<file path="src/rtl/pipe_stall_sched.sv">
// Central stall/flush scheduler for the 5-stage pipeline: fixed-priority hazard resolution plus
// MDU countdown and memory-wait watchdog. Define PIPE_STALL_PERF_EN to build the stall_cycles counter.
module pipe_stall_sched #(
  parameter int CNT_W       = 4,
  parameter int MEM_TIMEOUT = 64,
  parameter int PERF_W      = 16
) (
  input  logic              clk,
  input  logic              rst_n,
  input  logic              lu_hazard,
  input  logic              br_taken,
  input  logic              mem_busy,
  input  logic              mdu_start,
  input  logic [CNT_W-1:0]  mdu_cycles,
  input  logic              exc_req,
  output logic              pc_en,
  output logic              if_id_en,
  output logic              id_ex_en,
  output logic              ex_mem_en,
  output logic              mem_wb_en,
  output logic              if_id_flush,
  output logic              id_ex_flush,
  output logic              ex_mem_flush,
  output logic              mem_wb_flush,
  output logic              pc_sel_exc,
  output logic              mdu_done,
  output logic              mdu_abort,
  output logic              bus_err,
  output logic [PERF_W-1:0] stall_cycles
);

  localparam logic [1:0] ST_RUN      = 2'd0;
  localparam logic [1:0] ST_MEM_WAIT = 2'd1;
  localparam logic [1:0] ST_MDU_BUSY = 2'd2;

  localparam int WAIT_W = $clog2(MEM_TIMEOUT + 1);

  typedef struct packed {
    logic pc_en;
    logic if_id_en;
    logic id_ex_en;
    logic ex_mem_en;
    logic mem_wb_en;
    logic if_id_flush;
    logic id_ex_flush;
    logic ex_mem_flush;
    logic mem_wb_flush;
    logic pc_sel_exc;
    logic mdu_done;
    logic mdu_abort;
    logic bus_err;
  } ctl_t;

  logic [1:0]        state, state_nxt;
  logic [CNT_W-1:0]  mdu_cnt, mdu_cnt_nxt;
  logic [WAIT_W-1:0] wait_cnt, wait_cnt_nxt;
  ctl_t              ctl, ctl_out;
  logic              run_eval;

  function automatic ctl_t apply_exc(input ctl_t c);
    ctl_t r = c;
    r.if_id_flush  = 1'b1;
    r.id_ex_flush  = 1'b1;
    r.ex_mem_flush = 1'b1;
    r.pc_sel_exc   = 1'b1;
    return r;
  endfunction

  function automatic ctl_t freeze_mem(input ctl_t c);
    ctl_t r = c;
    r.pc_en        = 1'b0;
    r.if_id_en     = 1'b0;
    r.id_ex_en     = 1'b0;
    r.ex_mem_en    = 1'b0;
    r.mem_wb_flush = 1'b1;
    return r;
  endfunction

  // MDU freeze holds IF/ID/EX and lets MEM drain by loading a bubble into EX/MEM.
  function automatic ctl_t freeze_mdu(input ctl_t c);
    ctl_t r = c;
    r.pc_en        = 1'b0;
    r.if_id_en     = 1'b0;
    r.id_ex_en     = 1'b0;
    r.ex_mem_flush = 1'b1;
    return r;
  endfunction

  always_comb begin
    // NOTE: every always_comb output gets a default first so no path can infer a latch.
    ctl           = '0;
    ctl.pc_en     = 1'b1;
    ctl.if_id_en  = 1'b1;
    ctl.id_ex_en  = 1'b1;
    ctl.ex_mem_en = 1'b1;
    ctl.mem_wb_en = 1'b1;
    state_nxt     = state;
    mdu_cnt_nxt   = mdu_cnt;
    wait_cnt_nxt  = wait_cnt;
    run_eval      = 1'b0;

    case (state)
      ST_MEM_WAIT: begin
        if (mem_busy) begin
          // exc_req is deliberately ignored until the memory access completes.
          if (wait_cnt >= WAIT_W'(MEM_TIMEOUT)) begin
            ctl          = apply_exc(ctl);
            ctl.bus_err  = 1'b1;
            wait_cnt_nxt = '0;
            state_nxt    = ST_RUN;
          end else begin
            ctl          = freeze_mem(ctl);
            wait_cnt_nxt = wait_cnt + WAIT_W'(1);
          end
        end else begin
          wait_cnt_nxt = '0;
          run_eval     = 1'b1;
        end
      end
      ST_MDU_BUSY: begin
        if (exc_req) begin
          ctl           = apply_exc(ctl);
          ctl.mdu_abort = 1'b1;
          mdu_cnt_nxt   = '0;
          state_nxt     = ST_RUN;
        end else if (mdu_cnt > CNT_W'(1)) begin
          ctl         = freeze_mdu(ctl);
          mdu_cnt_nxt = mdu_cnt - CNT_W'(1);
        end else begin
          ctl.mdu_done = 1'b1;
          mdu_cnt_nxt  = '0;
          state_nxt    = ST_RUN;
        end
      end
      default: run_eval = 1'b1;
    endcase

    if (run_eval) begin
      state_nxt = ST_RUN;
      if (exc_req) begin
        ctl = apply_exc(ctl);
      end else if (mem_busy) begin
        ctl          = freeze_mem(ctl);
        wait_cnt_nxt = WAIT_W'(1);
        state_nxt    = ST_MEM_WAIT;
      end else if (mdu_start) begin
        if (mdu_cycles == '0) begin
          ctl.mdu_done = 1'b1;
        end else begin
          ctl         = freeze_mdu(ctl);
          mdu_cnt_nxt = mdu_cycles;
          state_nxt   = ST_MDU_BUSY;
        end
      end else if (lu_hazard) begin
        // Load-use outranks a taken branch: the branch stays in ID and resolves again next cycle.
        ctl.pc_en       = 1'b0;
        ctl.if_id_en    = 1'b0;
        ctl.id_ex_flush = 1'b1;
      end else if (br_taken) begin
        ctl.if_id_flush = 1'b1;
      end
    end
  end

  // NOTE: state registers use non-blocking assignments so all flops update together at the edge.
  always_ff @(posedge clk or negedge rst_n) begin
    if (!rst_n) begin
      state    <= ST_RUN;
      mdu_cnt  <= '0;
      wait_cnt <= '0;
    end else begin
      state    <= state_nxt;
      mdu_cnt  <= mdu_cnt_nxt;
      wait_cnt <= wait_cnt_nxt;
    end
  end

  assign ctl_out      = rst_n ? ctl : '0;
  assign pc_en        = ctl_out.pc_en;
  assign if_id_en     = ctl_out.if_id_en;
  assign id_ex_en     = ctl_out.id_ex_en;
  assign ex_mem_en    = ctl_out.ex_mem_en;
  assign mem_wb_en    = ctl_out.mem_wb_en;
  assign if_id_flush  = ctl_out.if_id_flush;
  assign id_ex_flush  = ctl_out.id_ex_flush;
  assign ex_mem_flush = ctl_out.ex_mem_flush;
  assign mem_wb_flush = ctl_out.mem_wb_flush;
  assign pc_sel_exc   = ctl_out.pc_sel_exc;
  assign mdu_done     = ctl_out.mdu_done;
  assign mdu_abort    = ctl_out.mdu_abort;
  assign bus_err      = ctl_out.bus_err;

`ifdef PIPE_STALL_PERF_EN
  logic [PERF_W-1:0] stall_q;

  always_ff @(posedge clk or negedge rst_n) begin
    if (!rst_n) begin
      stall_q <= '0;
    end else if (!ctl.pc_en && (stall_q != '1)) begin
      stall_q <= stall_q + PERF_W'(1);
    end
  end

  assign stall_cycles = stall_q;
`else
  assign stall_cycles = '0;
`endif

endmodule

</file>
<file path="config.mk">
export PLATFORM = sky130hd
export DESIGN_NAME = pipe_stall_sched
export DESIGN_NICKNAME = d
export VERILOG_FILES = /design/src/rtl/pipe_stall_sched.sv
export SDC_FILE = /design/constraint.sdc
export NUM_CORES = 1
export LEC_CHECK = 0
export CAP_MARGIN = 15
export CORE_UTILIZATION = 45
export CTS_BUF_LIST = sky130_fd_sc_hd__clkbuf_2
export DETAILED_ROUTE_END_ITERATION = 16
export DONT_BUFFER_PORTS = 1
export GPL_TIMING_DRIVEN = 1
export SLEW_MARGIN = 20
export SYNTH_ARGS = -nofsm -noshare
export SYNTH_HDL_FRONTEND = slang
export SYNTH_SLANG_ARGS = --single-unit
</file>
<file path="constraint.sdc">
create_clock -name clk -period 4.06 [get_ports clk]
set_input_delay 0.812 -clock clk [delete_from_list [all_inputs] [get_ports clk]]
set_output_delay 0.812 -clock clk [all_outputs]
set_load 0.005 [all_outputs]
</file>
==> metrics.txt <==
CTS resizes=0; Clk pwr share=15.4%; drt first-iter violations=14; Die Area=around 0.0029 mm2; synth-to-layout area growth=-3.03%; Mapped Area=0.00120 mm2; wire per inst=13.3 um; final worst-path cycle share=69.6%; GRT Util Overall=16.9%; sequential share of power=40.8%; post-synthesis sequential area ratio=27.2%; Clock Latency Late Sink=0.28 ns; Bufs on Longest Clock Path=2; Routed WL=2.24 mm; drt pass-1 iters=4; Net Sw Frac=40.7%; RSZ-0062 raised after global routing=false; most common cell in the synthesized netlist=buf_4; Fmax=354 MHz; Yosys reg bits=13; die width=53.6 um; Num Clock Sinks=13; setup TNS=0 ns; pwr dens=399 mW/mm2; area of the core region=0.00250 mm2; asr flop ratio synth=100%; register area=325 um2; Worst Setup SP=state[1]; NetSw=189 uW; Fill cells=252; Finished Layout Cells=169; post-synthesis instance total=141; top cells by area, synth=dfrtp_1 27%, buf_4 11%, ha_1 7.3%; Comb power frac=43.8%; termination of the worst setup path=id_ex_flush; critical path type=reg -> out; num ports=40; max-slew violation count=0; clock slew at reported path FFs=0.14 ns; CP required=3.25 ns; Slowest-stage cell, CP=ha_1; global-route wire length before repair=3.46 mm; num rows=18; Final HPWL DP=~1.7 mm; Post-CTS Setup Inserts=0; nets=158; Post-synth EDFFs=0; htree depth=1; routability cong.=just over 0.7; layout cell share with drive strength beyond 1=8.63%; final critical-path required period=2.82 ns; CTS Buf Count=3; FF-to-FF Start=state[1]; IR drop worst, VDD=201 uV; Multi-input gate area=between 700 and 800 um2; Top delay family on crit path=compound AO/OA/AOI/OAI gates; clk_skew=0.00892 ns; Commonest cells post-synth=18 x buf_4, 14 x nor2_1, 13 x dfrtp_1, 13 x nand2_1, 9 x inv_1; yosys warns=0; post-synthesis cell type count=42; internal power=~270 uW; cell taking the most area after synthesis=dfrtp_1; Reg-to-Reg End=mdu_cnt[3]; Hold WC Path Type=in -> async; Synth Flop Type=dfrtp_1; DRT antenna net count=0; Setup crit end kind=primary output; hold_buf cts=0; final setup violation count=0; CTS tree=built; via count=929; Placed Instances=approximately 170; cells along the critical path=inv_1, ha_1, nor2b_1, a31oi_1, o21ai_1, a211oi_1; total of max-cap violations=0; Starting Density=47.9%; Reg2Reg Setup Slack=2.03 ns; vias in the first global route=778; leakage power=0.000538 uW; IO buf count=0; pin count of the biggest net entering global routing=23; status=finished, final reports clean; Hold WS=between 0.2 and 0.25 ns; syn avg cell area=roughly 8.5 um2; Root Driver=clkbuf_2; Yosys top cell area share=~27%; vias per cell=5.50; Chip Height=between 50 and 60 um; critical path's largest stage delay=0.45 ns; GRT overflow=0; R2R depth=6; Crit. path cell count=6; Crit Path Max Fanout=13; CP startpoint kind=flop; initial antenna violation count=0; WP data arrival=2.01 ns; DRC Markers=0; number of diodes=0; Hold Fails Final Rpt=0; CP bufs+invs=1
[placed cells by master, fill, tap and decap left out, drive strengths merged, types with 3 or more instances in the layout]
cell and count:
ha 7, nand2b 4, nor3b 6, conb 16
nor2 14, inv 9, dfrtp 13, o21ai 3
mux2i 3, xor2 4, nand2 13, a22o 3
clkbuf 4, a21oi 7
[power groups by stage]
stage	logic [uW]	registers, uW	clock network (uW)
final	203	189	71.3
after global routing	229	192	78.4
after CTS	205	187	72.8
after detailed placement	204	190	0
after global placement	198	188	0
after floorplan	187	182	0
[kinds of logic after synthesis]
family,synth area share (%)
muxes,3.45
DFF,27.2
adders and majority gates,7.31
other,0.313
AOI/OAI and AO/OA,16.0
and+or+nand+nor,26.0
buffers and inverters,15.4
xor gates and xnor gates,4.39
[worst reg2reg max path: cells and delay by family (launching register included)]
kind | cells | cell delay, ns
compound gates | 1 | 0.29
fa+ha+maj | 1 | 0.45
buf+inv | 1 | 0.09
flops | 1 | 0.43
simple gates | 3 | 0.68
[how the worst min path moves through the flow]
stage	to	depth (start not counted)
after floorplan	state[0]	1
after global placement	state[0]	1
after detailed placement	wait_cnt[1]	0
after CTS	wait_cnt[0]	0
after global routing	wait_cnt[0]	0
final	wait_cnt[1]	0
[registers in the layout, indices dropped and copies added, names as in the netlist]
signal	count
state	2
wait_cnt	7
mdu_cnt	4
[per-layer routing]
metal  part of all wire (%)  vias to the layer above  GRT usage (%)  wire (um)
li1                       -                      448              -          -
met1                     48                      445           22.3       1070
met2                     46                       34           27.1       1040
met3                    5.3                        2           3.39        120
met4                   0.45                        0           6.58         10
met5                      0                        -              0          0
[through the flow]
step	setup slack (ns)	cell area (um2)	util, %	power (uW)
finish	1.24	1160	46.4	463
global route	0.948	1160	46.4	500
CTS	1.19	1160	46.4	465
detailed placement	1.37	1140	45.6	394
global placement	1.38	1140	45.6	386
floorplan	1.32	1250	-	369
[layout make-up]
cell class	instances	share of cell area, %
Multi-Input combinational cell	113	64.1
Clock buffer	4	1.72
Tap cell	30	3.23
Inverter	9	2.91
Sequential cell	13	28.0
No activity file was read; power rests on OpenSTA's default activity.
